File: config.mk
export PLATFORM = sky130hd
export DESIGN_NAME = fifo_param
export DESIGN_NICKNAME = d
export VERILOG_FILES = /design/src/rtl/fifo_param.sv
export SDC_FILE = /design/constraint.sdc
export NUM_CORES = 1
export LEC_CHECK = 0
export CAP_MARGIN = 20
export CELL_PAD_IN_SITES_DETAIL_PLACEMENT = 0
export CELL_PAD_IN_SITES_GLOBAL_PLACEMENT = 2
export CORE_MARGIN = 2
export CORE_UTILIZATION = 41
export CTS_CLUSTER_SIZE = 30
export DETAILED_ROUTE_END_ITERATION = 6
export GPL_ROUTABILITY_DRIVEN = 0
export PLACE_DENSITY = 0.76
export SETUP_SLACK_MARGIN = 0.05
export SLEW_MARGIN = 20
export SYNTH_ARGS = -nofsm -noshare
export SYNTH_HDL_FRONTEND = slang
export SYNTH_SLANG_ARGS = --single-unit
File: constraint.sdc
create_clock -name clk -period 3.3 [get_ports clk]
set_clock_uncertainty 0.1 [all_clocks]
set_input_delay 0.495 -clock clk [delete_from_list [all_inputs] [get_ports clk]]
set_output_delay 0.495 -clock clk [all_outputs]
set_load 0.02 [all_outputs]
File: src/rtl/fifo_param.sv
`default_nettype none
// ============================================================================
// Module      : fifo_param
// Description : Parametrised single-clock FIFO with occupancy count,
//               almost-full/almost-empty thresholds, sticky overflow/underflow
//               flags and a read-valid strobe. Optional macro
//               FIFO_EDGE_DETECT_EN turns wr_en/rd_en into rising-edge
//               requests (one operation per press of a held level).
// Revision    : 1.0 - initial release
// ============================================================================
module fifo_param #(
    parameter int DATA_WIDTH   = 8,
    parameter int DEPTH        = 16,
    parameter int AFULL_LEVEL  = 14,
    parameter int AEMPTY_LEVEL = 2
) (
    input  logic                       clk,
    input  logic                       rst,
    input  logic [DATA_WIDTH-1:0]      data_in,
    input  logic                       wr_en,
    input  logic                       rd_en,
    input  logic                       err_clr,
    output logic [DATA_WIDTH-1:0]      data_out,
    output logic                       rd_valid,
    output logic [$clog2(DEPTH+1)-1:0] count,
    output logic                       full,
    output logic                       empty,
    output logic                       almost_full,
    output logic                       almost_empty,
    output logic                       overflow,
    output logic                       underflow
);

    localparam int c_PW = $clog2(DEPTH);
    localparam int c_CW = $clog2(DEPTH + 1);

    localparam logic [c_PW-1:0] c_PTR_LAST = c_PW'(DEPTH - 1);
    localparam logic [c_CW-1:0] c_DEPTH    = c_CW'(DEPTH);
    localparam logic [c_CW-1:0] c_AFULL    = c_CW'(AFULL_LEVEL);
    localparam logic [c_CW-1:0] c_AEMPTY   = c_CW'(AEMPTY_LEVEL);

    logic [DATA_WIDTH-1:0] r_mem [DEPTH];
    logic [c_PW-1:0]       r_wr_ptr;
    logic [c_PW-1:0]       r_rd_ptr;
    logic [c_CW-1:0]       r_count;
    logic [DATA_WIDTH-1:0] r_data_out;
    logic                  r_rd_valid;
    logic                  r_overflow;
    logic                  r_underflow;

    logic                  w_wr_req;
    logic                  w_rd_req;
    logic                  w_full;
    logic                  w_empty;
    logic                  w_wr_acc;
    logic                  w_rd_acc;
    logic [c_PW-1:0]       w_wr_ptr_nxt;
    logic [c_PW-1:0]       w_rd_ptr_nxt;
    logic                  w_ovf_set;
    logic                  w_udf_set;

`ifdef FIFO_EDGE_DETECT_EN
    logic r_wr_prev;
    logic r_rd_prev;

    always_ff @(posedge clk) begin
        if (rst) begin
            r_wr_prev <= 1'b0;
            r_rd_prev <= 1'b0;
        end else begin
            r_wr_prev <= wr_en;
            r_rd_prev <= rd_en;
        end
    end

    // Request only in the cycle the level is first seen high.
    assign w_wr_req = wr_en & ~r_wr_prev;
    assign w_rd_req = rd_en & ~r_rd_prev;
`else
    assign w_wr_req = wr_en;
    assign w_rd_req = rd_en;
`endif

    assign w_full   = (r_count == c_DEPTH);
    assign w_empty  = (r_count == '0);

    // A full FIFO still takes a write when a read frees a slot on the same edge.
    assign w_wr_acc = w_wr_req & (~w_full | w_rd_req);
    assign w_rd_acc = w_rd_req & ~w_empty;

    // Explicit wrap compare keeps non-power-of-two depths correct.
    assign w_wr_ptr_nxt = (r_wr_ptr == c_PTR_LAST) ? '0 : r_wr_ptr + 1'b1;
    assign w_rd_ptr_nxt = (r_rd_ptr == c_PTR_LAST) ? '0 : r_rd_ptr + 1'b1;

    assign w_ovf_set = w_wr_req & w_full & ~w_rd_req;
    assign w_udf_set = w_rd_req & w_empty;

    always_ff @(posedge clk) begin
        if (!rst && w_wr_acc) begin
            r_mem[r_wr_ptr] <= data_in;
        end
    end

    always_ff @(posedge clk) begin
        if (rst) begin
            r_wr_ptr    <= '0;
            r_rd_ptr    <= '0;
            r_count     <= '0;
            r_data_out  <= '0;
            r_rd_valid  <= 1'b0;
            r_overflow  <= 1'b0;
            r_underflow <= 1'b0;
        end else begin
            if (w_wr_acc) begin
                r_wr_ptr <= w_wr_ptr_nxt;
            end
            if (w_rd_acc) begin
                r_rd_ptr   <= w_rd_ptr_nxt;
                r_data_out <= r_mem[r_rd_ptr];
            end
            r_rd_valid <= w_rd_acc;

            case ({w_wr_acc, w_rd_acc})
                2'b10:   r_count <= r_count + 1'b1;
                2'b01:   r_count <= r_count - 1'b1;
                default: r_count <= r_count;
            endcase

            // Set takes priority over a same-cycle clear.
            r_overflow  <= w_ovf_set | (r_overflow  & ~err_clr);
            r_underflow <= w_udf_set | (r_underflow & ~err_clr);
        end
    end

    assign data_out     = r_data_out;
    assign rd_valid     = r_rd_valid;
    assign count        = r_count;
    assign full         = w_full;
    assign empty        = w_empty;
    assign almost_full  = (r_count >= c_AFULL);
    assign almost_empty = (r_count <= c_AEMPTY);
    assign overflow     = r_overflow;
    assign underflow    = r_underflow;

endmodule
`default_nettype wire

Yosys cells after proc, flatten, opt, wreduce, memory -nomap -nowiden. Memories as Yosys holds them, arrays and structs flattened. A register that Yosys moved wholly into a read port is not among the register bits. Cells that the tools add are included.

Add/sub/neg operators: 4. $lt $le $gt $ge: 2. Equality and inequality tests: 5. Multiplexer cells: 5. Bitwise logic cells: 14. Reduce and logical (&&, ||, !) cells: 4.

Operators by type and width (number): $pmux 5 s2 (1); $add 4x1->4 const B (2); $eq 4x4->1 const B (2); $mux 4 (2); $and 1x1->1 (7); $add 5x1->5 const B (1); $eq 5x5->1 const B (1); $ge 5x4->1 const B (1); $le 5x2->1 const B (1); $logic_not 5->1 (1); $sub 5x1->5 const B (1); $not 1->1 (4); $or 1x1->1 (3); $eq 2x1->1 const B (1); $eq 2x2->1 const B (1); $mux 1 (2); $reduce_bool 2->1 (1); $logic_and 1x1->1 (1); $logic_not 1->1 (1).

Register bits after elaboration: 16. Bits in writable memories: 128. Bits of input ports: 13. Memories: 1.

Memory list: r_mem (depth 16, width 8, rd ports 1, clocked after Yosys merged registers in 1, wr ports 1, line 42) `logic [DATA_WIDTH-1:0] r_mem [DEPTH];`.

Longest topological paths before layout.
Word-level depth: 7. Mapped depth: 12. Depth with buffers taken out: 11.

Worst setup path before layout. No wires, ideal clock.

Path kind: flip-flop to flip-flop. From: reg r_count[0] (netlist: count[0]). To: reg r_count[4] (netlist: count[4]). Setup time: 0.121 ns. Arrival time: 3.110 ns. Slack: -0.030 ns. Stages on the path, launching flop included: 12. Buffers on the path: 1. Cells stage by stage: dfxtp_1 > or4_1 > buf_2 > o31ai_4 > ha_1 > inv_1 > fa_1 > nor2b_1 > o21ai_0 > nand3_1 > or3b_2 > mux2_2.

Word-level cells in the longest chain between the ends: 6. Elaborated cells between the ends (all ways): 13.

Ends and longest elaborated chain: start: declaration (line 45) `logic [c_CW-1:0] r_count;`; start signal: assignment (line 124) `2'b10: r_count <= r_count + 1'b1;`; start signal: assignment (line 125) `2'b01: r_count <= r_count - 1'b1;`; start signal: assignment (line 126) `default: r_count <= r_count;`; $eq 5x5->1 (line 84) `assign w_full = (r_count == c_DEPTH);`; $not 1->1 (line 88) `assign w_wr_acc = w_wr_req & (~w_full | w_rd_req);`; $or 1x1->1 (line 88); $and 1x1->1 (line 88); $eq 2x1->1 / $eq 2x2->1 (equally long branches) (line 123) `case ({w_wr_acc, w_rd_acc})`; $pmux 5 s2 / $reduce_bool 2->1 (equally long branches).

Parallel ways exist; a longest one is shown, timed or not. A chain may end at the register's enable or synchronous reset.

Final worst setup path.
From: reg r_count[1] (netlist: count[1]). To: reg r_count[4] (netlist: count[4]).

The elaborated chain is that of the path after synthesis.

==> metrics.txt <==
Max VDD drop=between 0.3 and 0.4 mV; Sequential Area=approximately 0.0043 mm2; routed wire length=roughly 12000 um; Via density=between 5 and 6; period utilisation layout=a little over nine tenths; Setup TNS Final=0 ns; Finished Layout Cells=601; placed instance count=569; worst path cell trace=or4_4, o31ai_4, ha_4, inv_2, fa_2, nor2b_1, o21ai_1, nand3_1, or3b_4, mux2_4; DRC=0; Initial DRC Count=196; CTS tree=done; Worst-Skew Late Latency=roughly 0.4 ns; Post-synth EDFFs=128; number of hold buffers added after CTS=0; Hold Crit Class=flop to flop; Longest Clk Path Bufs=2; DR pass1 iterations=4; minimum clock period=slightly above 3 ns; critical path's slowest cell=or4_4; synthesized cell area=0.00608 mm2; Die X=126 um; WHS=0.430 ns; initial antenna violation count=0; core area=~0.015 mm2; Area Overhead vs Synth=21.1%; Power Density=731 mW/mm2; Nets=427; multi-input logic area=0.00166 mm2; most common cell after layout, fill and taps aside=edfxtp_1; RSZ-0062 raised after global routing=no; Worst Setup End Kind=flop; CP max stage delay=0.58 ns; data required time of the critical path=3.51 ns; Avg Cell Area, Syn=17.6 um2; fmax=324 MHz; final hold viol count=0; first-pass GRT wire length=around 19000 um; most frequent cells in the layout=128 x edfxtp_1, 32 x nor2_1, 32 x mux4_2, 32 x clkdlybuf4s50_1, 27 x buf_4; Max Slew Vio Count=0; Via Count=3187; Initial Util=41.8%; Synth area leader=edfxtp_1; average wire per standard cell=around 20 um; CP max FO=7; Slew Limit Headroom=53.8%; clock sinks=152; final setup fails=0; Reg clk slew, reported paths=about 0.06 ns; Leak Pwr=2.39 nW; ANT cells=0; vias in the first global route=3333; H-tree depth=4; total track usage=16.4%; hpwl dp=approximately 7800 um; Ports=33; post-layout util=50.7%; Synth Flop Type=edfxtp_1; die area=0.0158 mm2; Worst Max-Slew Pin Slew=0.692 ns; I/O Buffers=32; WP data arrival=between 3 and 4 ns; syn nets=roughly 370; setup repair bufs after CTS=0; ANT nets after route=0; GRT overflow=0; Setup crit start kind=flop; flop-to-flop setup slack=0.21 ns; outcome=finished clean; CTS Root Cell=clkbuf_16; Synth Register Bits=152; share of flip-flops with an asynchronous set or reset=0%; CTS buffer count=17; Max-cap violations=0; Unique masters post-synth=35; largest net degree at the start of global routing=37; synth warn=0; Chip Height=126 um; Seq/Total Area, Yosys=71.2%; # fillers=1203; ratio of cells with drive above 1 in the final layout=approximately a quarter; top cells by area, synth=edfxtp_1 63%, mux4_2 12%, dfxtp_1 7.9%, mux2i_1 3.0%, nor2_1 2.0%; Synth top area share=63.2%; Pwr Total=~5.4 mW; Rows=44; cell count after synthesis=345; Setup CP Type=flop to flop
==> state kept, by name, indices dropped and copies added (netlist names) <==
signal and cells:
overflow 1, count 5, r_rd_ptr 4, data_out 8, r_mem 128, rd_valid 1
r_wr_ptr 4, underflow 1
==> synthesized netlist by cell type, types with 2 or more instances <==
master    count
nor2_1       32
mux4_2       32
dfxtp_1      24
nand3_1       3
nand2_1      11
mux2i_1      18
xor2_1        2
xnor2_1       2
ha_1          9
nand3b_1      8
a22oi_1       2
buf_1         3
a21oi_1       9
clkbuf_1      8
o221ai_1      8
buf_2         8
edfxtp_1    128
nor2b_1       2
nor3_1       10
nand2b_1      2
inv_1        10
==> cells by family after synthesis <==
logic type,share of synthesized area [%]
buf+inv,1.96
flops,71.2
simple gates,5.68
xor+xnor,0.577
compound gates,3.44
mux,15.0
fa+ha+maj,2.18
==> power by group <==
group	internal, mW	leakage [nW]	switching, mW	total [mW]
Clock	1.12	0.274	0.773	1.89
Combinational	0.580	0.769	0.585	1.16
Sequential	2.18	1.35	0.141	2.32
==> stage by stage <==
| stage | worst slack, ns | area, um2 |
|---|---|---|
| floorplan | 0.0824 | 6110 |
| global placement | 0.204 | 6770 |
| detailed placement | 0.161 | 6770 |
| CTS | 0.172 | 7350 |
| global route | 0.0873 | 7360 |
| finish | 0.210 | 7360 |
==> final cells by class <==
cell class / count / area share (%)
flip-flops and latches: 152 / 58.9
multi-input cells: 164 / 22.5
repair buffers: 59 / 7.10
clock buffers: 19 / 5.88
well taps: 184 / 3.13
clock inverters: 13 / 1.99
inverters: 10 / 0.510
==> what timing repair did <==
| item | CTS | global route |
|---|---|---|
| setup endpoints to repair | 0 | 1 |
| resized for setup | 0 | 1 |
| endpoints found under the hold margin | 0 | 0 |
==> path summary, 6_finish.rpt <==
| check | start | end | depth (start not counted) |
|---|---|---|---|
| min reg2reg | overflow | overflow | 2 |
| min | overflow | overflow | 2 |
| max | count[1] | count[4] | 10 |
| max reg2reg | count[1] | count[4] | 10 |
==> worst max-delay path: cells and delay by family, from the launching register on <==
family,cells,cell delay [ns]
multiplexers,1,0.29
AO/OA/AOI/OAI,2,0.42
buffers and inverters,1,0.05
adder cells (fa/ha/maj),2,0.53
AND/OR/NAND/NOR,4,1.20
flip-flops,1,0.36
==> metal layers <==
metal	share of wire, %	GRT usage, %	routed length [um]	up-vias
met5	0	0	0	-
met4	1.2	5.62	149	0
met3	6.3	4.42	760	12
met2	48	26.4	5840	86
met1	44	21.8	5310	1603
li1	-	-	-	1486
Power figures use the tool's default switching activity.
==> patch: new RTL, config.mk and constraints unchanged <==
`DEPTH`: 16 -> 32.
--- a/src/rtl/fifo_param.sv
+++ b/src/rtl/fifo_param.sv
@@ -12,3 +12,3 @@
     parameter int DATA_WIDTH   = 8,
-    parameter int DEPTH        = 16,
+    parameter int DEPTH        = 32,
     parameter int AFULL_LEVEL  = 14,
Ports: changed (resized count); port bits go from 33 to 34. The function was not compared with the original's and may differ.
==> patch against the original RTL <==
Setup slack got worse by 0.024 ns. Hold slack gained 0.053 ns. First-iteration DRC count up 150%. Synthesized area is 88% higher. Routed wire length increased by 100%. Design area grew 82%. Sequential cell count up 131. Cell count rose by 87%. Power rose by 67%. Via count grew 89%. Critical path type unchanged. Largest cell class unchanged. Largest power group unchanged.
==> patch: results (changes against the original RTL) <==
Yosys
  – Post-synth EDFFs: 256 (+100%)
  – Mapped Cells: 627 (+82%)
  – Syn_nets: 653 (+77%)
  – Commonest cells in the netlist: edfxtp_1, nor2_1, mux4_2, mux2i_1, dfxtp_1
  – Seq/Total Area, Yosys: 71.9% (+0.75 points)
  – FFs w/ async S/R, synth: 0% (unchanged)
  – Yosys cell types: 55 (+57%)
  – Top cells by area, synth: edfxtp_1, mux4_2, dfxtp_1

Hold path
  – Hold path start: count[4]$_SDFFE_PP0P_
  – Hold Path Cell Cnt: 2 (unchanged)
  – Worst Hold Path EP: count[4]$_SDFFE_PP0P_

CTS
  – CTS H-Tree Depth: 1 (-3)
  – CTS Buffer Depth: 3 (+1)
  – TritonCTS Buffers: 29 (+12)
  – Clock latency on the worst-skew pair: 0.54 ns (+0.13 ns)

Worst setup path
  – Slowest stage delay, CP: 0.60 ns (+0.02 ns)
  – Worst path slowest cell: or4b_1
  – Critical Path AT: 3.48 ns (+0.18 ns)
  – Worst R2R Start: count[2]$_SDFFE_PP0P_
  – Crit path max fanout: 9 (+2)
  – R2R setup slack: 0.19 ns (-0.02 ns)

Timing
  – Fin crit share: 94.4% (+0.74 points)
  – Rel. slew slack: 44.7% (-9.1 points)

Place
  – I/O Buffers: 33 (+3.1%)
  – Placed Area: 0.0125 mm² (+85%)
  – Final HPWL DP: 15600 µm (+99%)
  – Pre-CTS WS: 0.0133 ns (-0.147 ns)
  – Total placed cells including tap cells: 1068 (+88%)

Global routing
  – Global-route wire length before repair: 37300 µm (+95%)
  – Total GRT Usage: 17.1% (+0.72 points)
  – Met1 Use GR: 23.7% (+1.9 points)
  – Via count of the first global-routing pass: 6274 (+88%)
  – Met2 usage: 28.5% (+2.0 points)
  – GR Layer Usage met3: 2.48% (-1.9 points)
  – Pin count of the biggest net entering global routing: 40 (+8.1%)

Run status
  – Status: completed

Cells and area
  – Fraction of layout cells with a size suffix above 1: 25.1% (+1.2 points)
  – Max FFs per register: 256 (+100%)

Power
  – Leakage: 0.00424 µW (+77%)
  – Clk. pwr: 3010 µW (+59%)
  – Sequential power: 4220 µW (+82%)
  – Switch share: 26.9% (-0.91 points)
  – Peak VDD IR: 0.350 mV (-5.7%)
  – Cell internal pwr: 6590 µW (+70%)

Routing
  – Initial DRC Count: 485 (+150%)
  – DR vias/cell: 5.36 (+1.1%)
  – Met2 wire len: 11800 µm (+100%)
  – Post-Route M1 WL: 10800 µm (+100%)
  – WL/cell: 21.6 µm (+7.5%)
  – Met3 WL: 1020 µm (+34%)
## patch: worst max path at each step
stage / from / endpoint / cells past startpoint
floorplan: count[5]$_SDFFE_PP0P_ / count[4]$_SDFFE_PP0P_ / 12
global placement: rd_en / count[4]$_SDFFE_PP0P_ / 9
detailed placement: rd_en / count[4]$_SDFFE_PP0P_ / 10
CTS: count[2]$_SDFFE_PP0P_ / count[4]$_SDFFE_PP0P_ / 10
global route: count[2]$_SDFFE_PP0P_ / count[4]$_SDFFE_PP0P_ / 10
finish: count[2]$_SDFFE_PP0P_ / count[4]$_SDFFE_PP0P_ / 10
## patch: what timing repair did
action / 4_1_cts / 5_1_grt
hold buffers: 0 / 0
setup buffers: 0 / 0
setup endpoints to repair: 1 / 1
gates resized for setup: 2 / 1
gates cloned: 0 / 0
pin swaps: 0 / 1
## patch: cell type report
| cell class | count | area, µm² |
|---|---|---|
| clock buffer | 36 | 772 |
| multi-input combinational | 304 | 3000 |
| timing repair buffer | 96 | 803 |
| inverter | 7 | 26.3 |
| fill | 2394 | 14200 |
| sequential | 283 | 8240 |
| tap | 378 | 473 |
| clock inverter | 18 | 111 |
## patch: logic make-up after synthesis
kind of cell / Yosys count / share of synthesized area (%)
DFF: 283 / 71.9
adders and majority gates: 13 / 1.49
muxes: 103 / 14.8
buffers and inverters: 40 / 2.04
AOI/OAI and AO/OA: 70 / 4.33
and+or+nand+nor: 115 / 5.23
xor gates and xnor gates: 3 / 0.230
## patch: worst reg2reg max path, cell delays in order (launching register included)
cell	delay, ns
dfxtp_1	0.37
or4b_1	0.60
o31ai_2	0.35
ha_4	0.24
inv_1	0.06
fa_1	0.41
nor2b_1	0.14
o21a_1	0.14
nor3_1	0.05
or3b_2	0.43
a21oi_1	0.15
